File: src/rtl/keypad_pkg.sv
// Shared types and constants for the 4x4 keypad scanner: FSM states, per-frame
// scan result, code widths and column-decoding helpers.
package keypad_pkg;

    localparam int ROWS   = 4;
    localparam int COLS   = 4;
    localparam int ROW_W  = $clog2(ROWS);
    localparam int COL_W  = $clog2(COLS);
    localparam int CODE_W = ROW_W + COL_W;

    typedef enum logic [1:0] {IDLE, DEB, HELD} state_t;
    typedef enum logic [1:0] {NONE, KEY, MULTI} res_t;

    typedef struct packed {
        res_t              res;
        logic [CODE_W-1:0] code;
    } frame_t;

    // Number of active columns in one row sample, saturated at 2 (2 means "many").
    function automatic logic [1:0] low_count(input logic [COLS-1:0] low);
        logic [1:0] n;
        n = 2'd0;
        for (int i = 0; i < COLS; i++)
            if (low[i]) n = (n == 2'd2) ? 2'd2 : n + 2'd1;
        return n;
    endfunction

    function automatic logic [COL_W-1:0] low_index(input logic [COLS-1:0] low);
        logic [COL_W-1:0] idx;
        idx = '0;
        for (int i = COLS - 1; i >= 0; i--)
            if (low[i]) idx = COL_W'(i);
        return idx;
    endfunction

endpackage

File: src/rtl/keypad_scanner_if.sv
// Keypad matrix and key-event bus: the scanner drives rows and events,
// the panel/consumer side drives the columns.
interface keypad_scanner_if;
    import keypad_pkg::*;

    logic [COLS-1:0]   col_n;
    logic [ROWS-1:0]   row_n;
    logic              key_valid;
    logic [CODE_W-1:0] key_code;
    logic              key_down;

    modport master (input col_n, output row_n, key_valid, key_code, key_down);
    modport slave  (output col_n, input row_n, key_valid, key_code, key_down);

endinterface

File: src/rtl/keypad_scanner_edge_sync.sv
// Two-flop synchroniser plus rising-edge detector for a slow strobe that is
// sampled as data; rise is one clk cycle wide.
module edge_sync (
    input  logic clk,
    input  logic rst,
    input  logic din,
    output logic rise
);

    logic [2:0] sync_q;

    always_ff @(posedge clk) begin
        if (rst) sync_q <= '0;
        else     sync_q <= {sync_q[1:0], din};
    end

    assign rise = sync_q[1] & ~sync_q[2];

endmodule

File: src/rtl/keypad_scanner.sv
// 4x4 active-low keypad scanner with frame-level debounce and one event per press.
// Optional held-key auto-repeat is enabled by defining KEYPAD_REPEAT_EN.
module keypad_scanner
    import keypad_pkg::*;
#(
    parameter int DEB_FRAMES    = 8,
    parameter int REPEAT_FRAMES = 384
) (
    input  logic              OCLK,
    input  logic              rst,
    input  logic              ICLK,
    keypad_scanner_if.master  bus
);

    localparam int                CNT_W   = $clog2(DEB_FRAMES + 1);
    localparam logic [CNT_W-1:0]  DEB_LIM = CNT_W'(DEB_FRAMES);

    logic scan_tick;

    edge_sync u_iclk_sync (
        .clk  (OCLK),
        .rst  (rst),
        .din  (ICLK),
        .rise (scan_tick)
    );

    logic [COLS-1:0] col_s1, col_s2;

    always_ff @(posedge OCLK) begin
        if (rst) begin
            col_s1 <= '0;
            col_s2 <= '0;
        end else begin
            col_s1 <= bus.col_n;
            col_s2 <= col_s1;
        end
    end

    // Row scan and frame accumulation: hits saturates at 2 (MULTI).
    logic [ROW_W-1:0]  row_q;
    logic [1:0]        acc_hits_q;
    logic [CODE_W-1:0] acc_code_q;
    logic [COLS-1:0]   low;
    logic [1:0]        row_hits;
    logic [2:0]        sum;
    logic [1:0]        hits;
    logic [CODE_W-1:0] code_now;
    logic              frame_end;
    frame_t            frame;

    assign low = ~col_s2;

    always_comb begin
        row_hits  = low_count(low);
        sum       = {1'b0, acc_hits_q} + {1'b0, row_hits};
        hits      = (sum > 3'd2) ? 2'd2 : sum[1:0];
        code_now  = (acc_hits_q == 2'd0) ? {row_q, low_index(low)} : acc_code_q;
        frame_end = scan_tick && (row_q == ROW_W'(ROWS - 1));
        frame.code = code_now;
        case (hits)
            2'd0:    frame.res = NONE;
            2'd1:    frame.res = KEY;
            default: frame.res = MULTI;
        endcase
    end

    always_ff @(posedge OCLK) begin
        if (rst) begin
            row_q      <= '0;
            acc_hits_q <= '0;
            acc_code_q <= '0;
        end else if (scan_tick) begin
            row_q <= row_q + ROW_W'(1);
            if (frame_end) begin
                acc_hits_q <= '0;
                acc_code_q <= '0;
            end else begin
                acc_hits_q <= hits;
                acc_code_q <= code_now;
            end
        end
    end

    assign bus.row_n = ~(ROWS'(1) << row_q);

    // Debounce FSM, stepped only at frame end.
    state_t            state_q, state_d;
    logic [CNT_W-1:0]  cnt_q, cnt_d, rel_q, rel_d, cnt_inc, rel_inc;
    logic [CODE_W-1:0] cand_q, cand_d;
    logic [CODE_W-1:0] code_q;
    logic              down_q, valid_q;
    logic              accept, drop, held_match, rep_fire;

    assign cnt_inc    = (cnt_q == '1) ? cnt_q : cnt_q + CNT_W'(1);
    assign rel_inc    = (rel_q == '1) ? rel_q : rel_q + CNT_W'(1);
    assign held_match = (frame.res == KEY) && (frame.code == code_q);

    always_comb begin
        state_d = state_q;
        cnt_d   = cnt_q;
        rel_d   = rel_q;
        cand_d  = cand_q;
        accept  = 1'b0;
        drop    = 1'b0;
        if (frame_end) begin
            case (state_q)
                IDLE: begin
                    if (frame.res == KEY) begin
                        cand_d = frame.code;
                        if (DEB_FRAMES == 1) begin
                            accept  = 1'b1;
                            state_d = HELD;
                            cnt_d   = '0;
                            rel_d   = '0;
                        end else begin
                            state_d = DEB;
                            cnt_d   = CNT_W'(1);
                        end
                    end
                end
                DEB: begin
                    if (frame.res == KEY && frame.code == cand_q) begin
                        cnt_d = cnt_inc;
                        if (cnt_inc >= DEB_LIM) begin
                            accept  = 1'b1;
                            state_d = HELD;
                            cnt_d   = '0;
                            rel_d   = '0;
                        end
                    end else if (frame.res == KEY) begin
                        cand_d = frame.code;
                        cnt_d  = CNT_W'(1);
                    end else begin
                        state_d = IDLE;
                        cnt_d   = '0;
                    end
                end
                HELD: begin
                    if (held_match) begin
                        rel_d = '0;
                    end else begin
                        rel_d = rel_inc;
                        if (rel_inc >= DEB_LIM) begin
                            drop    = 1'b1;
                            state_d = IDLE;
                            rel_d   = '0;
                        end
                    end
                end
                default: state_d = IDLE;
            endcase
        end
    end

`ifdef KEYPAD_REPEAT_EN
    localparam int               REP_W   = $clog2(REPEAT_FRAMES + 1);
    localparam logic [REP_W-1:0] REP_LIM = REP_W'(REPEAT_FRAMES);

    logic [REP_W-1:0] rep_q, rep_d;

    // Counts matching held frames since accept or the last repeat.
    always_comb begin
        rep_d    = rep_q;
        rep_fire = 1'b0;
        if (state_q != HELD) begin
            rep_d = '0;
        end else if (frame_end) begin
            if (!held_match) begin
                rep_d = '0;
            end else if (rep_q + REP_W'(1) >= REP_LIM) begin
                rep_fire = 1'b1;
                rep_d    = '0;
            end else begin
                rep_d = rep_q + REP_W'(1);
            end
        end
    end

    always_ff @(posedge OCLK) begin
        if (rst) rep_q <= '0;
        else     rep_q <= rep_d;
    end
`else
    assign rep_fire = 1'b0;
`endif

    always_ff @(posedge OCLK) begin
        if (rst) begin
            state_q <= IDLE;
            cnt_q   <= '0;
            rel_q   <= '0;
            cand_q  <= '0;
            code_q  <= '0;
            down_q  <= 1'b0;
            valid_q <= 1'b0;
        end else begin
            state_q <= state_d;
            cnt_q   <= cnt_d;
            rel_q   <= rel_d;
            cand_q  <= cand_d;
            valid_q <= accept | rep_fire;
            if (accept) begin
                code_q <= cand_d;
                down_q <= 1'b1;
            end else if (drop) begin
                down_q <= 1'b0;
            end
        end
    end

    assign bus.key_valid = valid_q;
    assign bus.key_code  = code_q;
    assign bus.key_down  = down_q;

endmodule

File: src/flat_wrapper.sv
// flat-port wrapper written by rule: the top's interface ports become plain ports
module keypad_scanner_flat import keypad_pkg::*;
#(
    parameter int DEB_FRAMES    = 8,
    parameter int REPEAT_FRAMES = 384
)
  (OCLK, rst, ICLK, bus_col_n, bus_row_n, bus_key_valid, bus_key_code, bus_key_down);
  keypad_scanner_if bus_i ();
  input  logic OCLK;
  input  logic rst;
  input  logic ICLK;
  input wire logic [$bits(bus_i.col_n)-1:0] bus_col_n;
  output wire logic [$bits(bus_i.row_n)-1:0] bus_row_n;
  output wire logic [$bits(bus_i.key_valid)-1:0] bus_key_valid;
  output wire logic [$bits(bus_i.key_code)-1:0] bus_key_code;
  output wire logic [$bits(bus_i.key_down)-1:0] bus_key_down;
  assign bus_i.col_n = bus_col_n;
  assign bus_row_n = bus_i.row_n;
  assign bus_key_valid = bus_i.key_valid;
  assign bus_key_code = bus_i.key_code;
  assign bus_key_down = bus_i.key_down;
  keypad_scanner #(.DEB_FRAMES(DEB_FRAMES), .REPEAT_FRAMES(REPEAT_FRAMES)) u_core (.OCLK(OCLK), .rst(rst), .ICLK(ICLK), .bus(bus_i));
endmodule
File: config.mk
export PLATFORM = sky130hd
export DESIGN_NAME = keypad_scanner_flat
export DESIGN_NICKNAME = d
export VERILOG_FILES = /design/src/rtl/keypad_pkg.sv /design/src/rtl/keypad_scanner_if.sv /design/src/rtl/keypad_scanner_edge_sync.sv /design/src/rtl/keypad_scanner.sv /design/src/flat_wrapper.sv
export SDC_FILE = /design/constraint.sdc
export NUM_CORES = 1
export LEC_CHECK = 0
export CORE_MARGIN = 5
export CORE_UTILIZATION = 39
export CTS_CLUSTER_DIAMETER = 120
export DETAILED_ROUTE_END_ITERATION = 6
export DONT_BUFFER_PORTS = 1
export SYNTH_ARGS = -nofsm -noshare
export SYNTH_HDL_FRONTEND = slang
export SYNTH_HIERARCHICAL = 1
export SYNTH_SLANG_ARGS = --single-unit
File: constraint.sdc
create_clock -name OCLK -period 3.2 [get_ports OCLK]
set_clock_uncertainty 0.05 [all_clocks]
set_input_delay 0.64 -clock OCLK [delete_from_list [all_inputs] [get_ports OCLK]]
set_output_delay 0.64 -clock OCLK [all_outputs]
set_load 0.05 [all_outputs]
==> impl_metrics.ini <==
[status]
run_status = finished, final reports clean

[power]
leakage_nw = 0.961
power_density_nw_per_um2 = 390
finalPower_w = 0.00102
ir_drop_mv = 0.208

[yosys]
synth_xor_area_share_pct = 2.91
synth-edff-count = 0
synth_top_family_by_area = simple AND/OR/NAND/NOR gates
synth-compound-area-share_pct = 21.6
yosysWarningCount = 6
synth_area_leader_cell = dfxtp_1
syn_inst = 240
async_flop_share_pct = 0
synthTopCellsByArea = dfxtp_1, ha_1, nor2b_1
ys_seq_area_share_pct = 37.1
synth_mux_area_share_pct = 2.38
synth.distinct_cells = 60
syn-cell-area_um2 = 2110
syn_avg_cell_area_um2 = 8.78
syn-num-nets = 258
yosys.area_share.simple_pct = 24.5
synthAdderAreaFrac_pct = 6.89
synth_top_area_share_pct = 37.1
ys_ff_latch = 39
ys.flop_type = dfxtp_1

[setup_path]
end_kind = register
crit_slowest_cell = or4_4
crit_chain = inv_2 -> ha_4 -> mux2i_4 -> ha_2 -> nor2_2 -> a21oi_2 -> ha_2 -> inv_2 -> fa_1 -> and3_4 -> nand2_4 -> nor2_4 -> o2111ai_2 -> or4_4 -> a21oi_2
reg2reg_slack_ns = 0.007
crit_path_max_incr_delay_ns = 0.55
critPathMaxFanout = 4
crit_type = register to register
rr_worst_depth = 15
required_ns = 3.39
start_kind = register
path_buf_inv = 2
crit_family = adder cells
r2r-end = u_core/state_q[1]
arrival_ns = 3.38
r2r_start = u_core/col_s2[0]

[drt]
vias = 1807
viasPerCell = 5.48
wl_mm = 4.94
drc = 0
drt_pre_antenna_iters = 4
initialDrtViolationCount = 123
ant_nets = 0
routedWlPerCell_um = 15.0

[timing]
slew_viol_final = 0
rsz0062_at_grt = yes
slew_headroom_pct = 60.3
layout_min_cycle_time_ns = 3.19
hold_violations = 0
timing.final.crit_share_pct = 99.8
fmax_mhz = 313
worstMarginPinSlew_ns = 0.593
finalSetupViolCount = 0

[clock_network]
clock_sinks = 39
clock_path_buffers = 2
path_clk_slew_ns = 0.08
cts_made_buffers = 5
tritoncts = yes
clkLatencyLatePin_ns = 0.29
ctsHoldBuffers = 0
root_buffer = clkbuf_8
cts_max_level = 2

[floorplan]
boundaryPins = 17
design.die.area_um2 = 6970
die_y_um = 83.5
num_rows = 26
core_area_um2 = 5170
die_x_um = 83.5
start_util_pct = 40.7

[placement]
dp_cells = 316
gp_congestion = 0.813
io_buffers = 0
hpwl_mm = 3.36

[finish]
mostFrequentLayoutCells = dfxtp_1, nor2_1, nor2b_1, inv_1, buf_4
num-nets-final = 277
final_cells = 330
area_delta_synth_final_pct = 24.1
fillers = 481
antenna_cells = 0
drive_gt1_share_pct = 28.1
mostFrequentLayoutCell = dfxtp_1

[hold_path]
hold_path_depth = 1
holdCritStartpoint = rst
min_delay_worst_endpoint = u_core/bus.key_code[0]
hp-class = primary input to register

[global_route]
grt.total_usage_pct = 14.3
grt_pass1_vias = 1670
antenna_found_initial = 0
grt.overflow.total = 0
grt_pass1_wl_mm = 8.26
grt_start_max_net_pins = 37

[job]
cap_violations = 0
per-stage QoR:
stage | util (%) | instance area [um2] | hold WS (ns) | setup TNS, ns | setup WS [ns]
floorplan | - | 2130 | 0.364 | 0 | 0.000430
global placement | 44.1 | 2280 | 0.368 | -0.858 | -0.142
detailed placement | 44.1 | 2280 | 0.374 | -1.72 | -0.231
CTS | 48.4 | 2500 | 0.344 | 0 | 0.00211
global route | 50.6 | 2620 | 0.334 | -0.841 | -0.143
finish | 50.6 | 2620 | 0.353 | 0 | 0.00707
report_power, final:
part / switching [W] / leakage (nW) / internal [W] / total, W
Clock: 0.000184 / 0.0612 / 0.000253 / 0.000436
Sequential: 0.00000790 / 0.318 / 0.000493 / 0.000501
Combinational: 0.0000452 / 0.582 / 0.0000360 / 0.0000812
Total: 0.000237 / 0.961 / 0.000782 / 0.00102
layout make-up:
class	instances	area [um2]	area share, %
sequential	39	785	30.0
inverter	18	67.6	2.58
timing repair buffer	19	161	6.17
tap	70	87.6	3.35
multi-input combinational	176	1400	53.4
clock inverter	2	35.0	1.34
clock buffer	6	82.6	3.16
flip-flops by register name, summed over array words and instances (netlist names):
register,cells
u_core/acc_code_q,4
u_core/state_q,2
u_core/rel_q,4
u_core/col_s2,4
u_core/bus.key_code,4
u_core/bus.key_down,1
u_core/bus.key_valid,1
u_core/u_iclk_sync/sync_q,3
u_core/cnt_q,4
u_core/cand_q,4
u_core/col_s1,4
u_core/acc_hits_q,2
u_core/row_q,2
cell usage after synthesis (4+ instances only):
| master | number |
|---|---|
| o2111ai_1 | 5 |
| nor2b_1 | 16 |
| a21oi_1 | 11 |
| dfxtp_1 | 39 |
| mux2i_1 | 5 |
| ha_1 | 10 |
| nand3_1 | 7 |
| clkbuf_1 | 4 |
| o21ai_0 | 8 |
| nor2_1 | 22 |
| inv_1 | 18 |
| o211ai_1 | 4 |
| xor2_1 | 5 |
| and3_1 | 5 |
| nand2_1 | 12 |
| o21a_1 | 4 |
| and2_1 | 5 |
worst max path at each step:
stage / startpoint / endpoint / slack (ns) / depth (start not counted)
2_1_floorplan: u_core/col_s2[0] / u_core/bus.key_code[1] / 0.0004 / 16
5_1_grt: u_core/col_s2[0] / u_core/rel_q[0] / -0.14 / 16
3_5_place_dp: u_core/col_s2[0] / u_core/rel_q[0] / -0.23 / 15
3_3_place_gp: u_core/col_s2[0] / u_core/rel_q[2] / -0.14 / 14
6_report: u_core/col_s2[0] / u_core/state_q[1] / 0.007 / 15
4_1_cts: u_core/col_s2[0] / u_core/bus.key_code[1] / 0.002 / 15
repair_timing:
item | in CTS | in global routing
pin swaps | 6 | 6
setup endpoints to repair | 12 | 16
gates resized for setup | 25 | 20
buffers inserted | 1 | 6
per-layer routing:
metal  track usage (%)  wire length [um]  share of wire, %
met3              3.95               216               4.4
met5                 0                 0                 0
met2              21.9              2270                46
met1              19.8              2410                49
met4              3.65                38              0.77
cell families after synthesis:
| family | count (synthesis) |
|---|---|
| simple gates | 92 |
| xor+xnor | 7 |
| mux | 5 |
| flops | 39 |
| buf+inv | 25 |
| fa+ha+maj | 11 |
| compound gates | 61 |
Power figures use the tool's default switching activity.
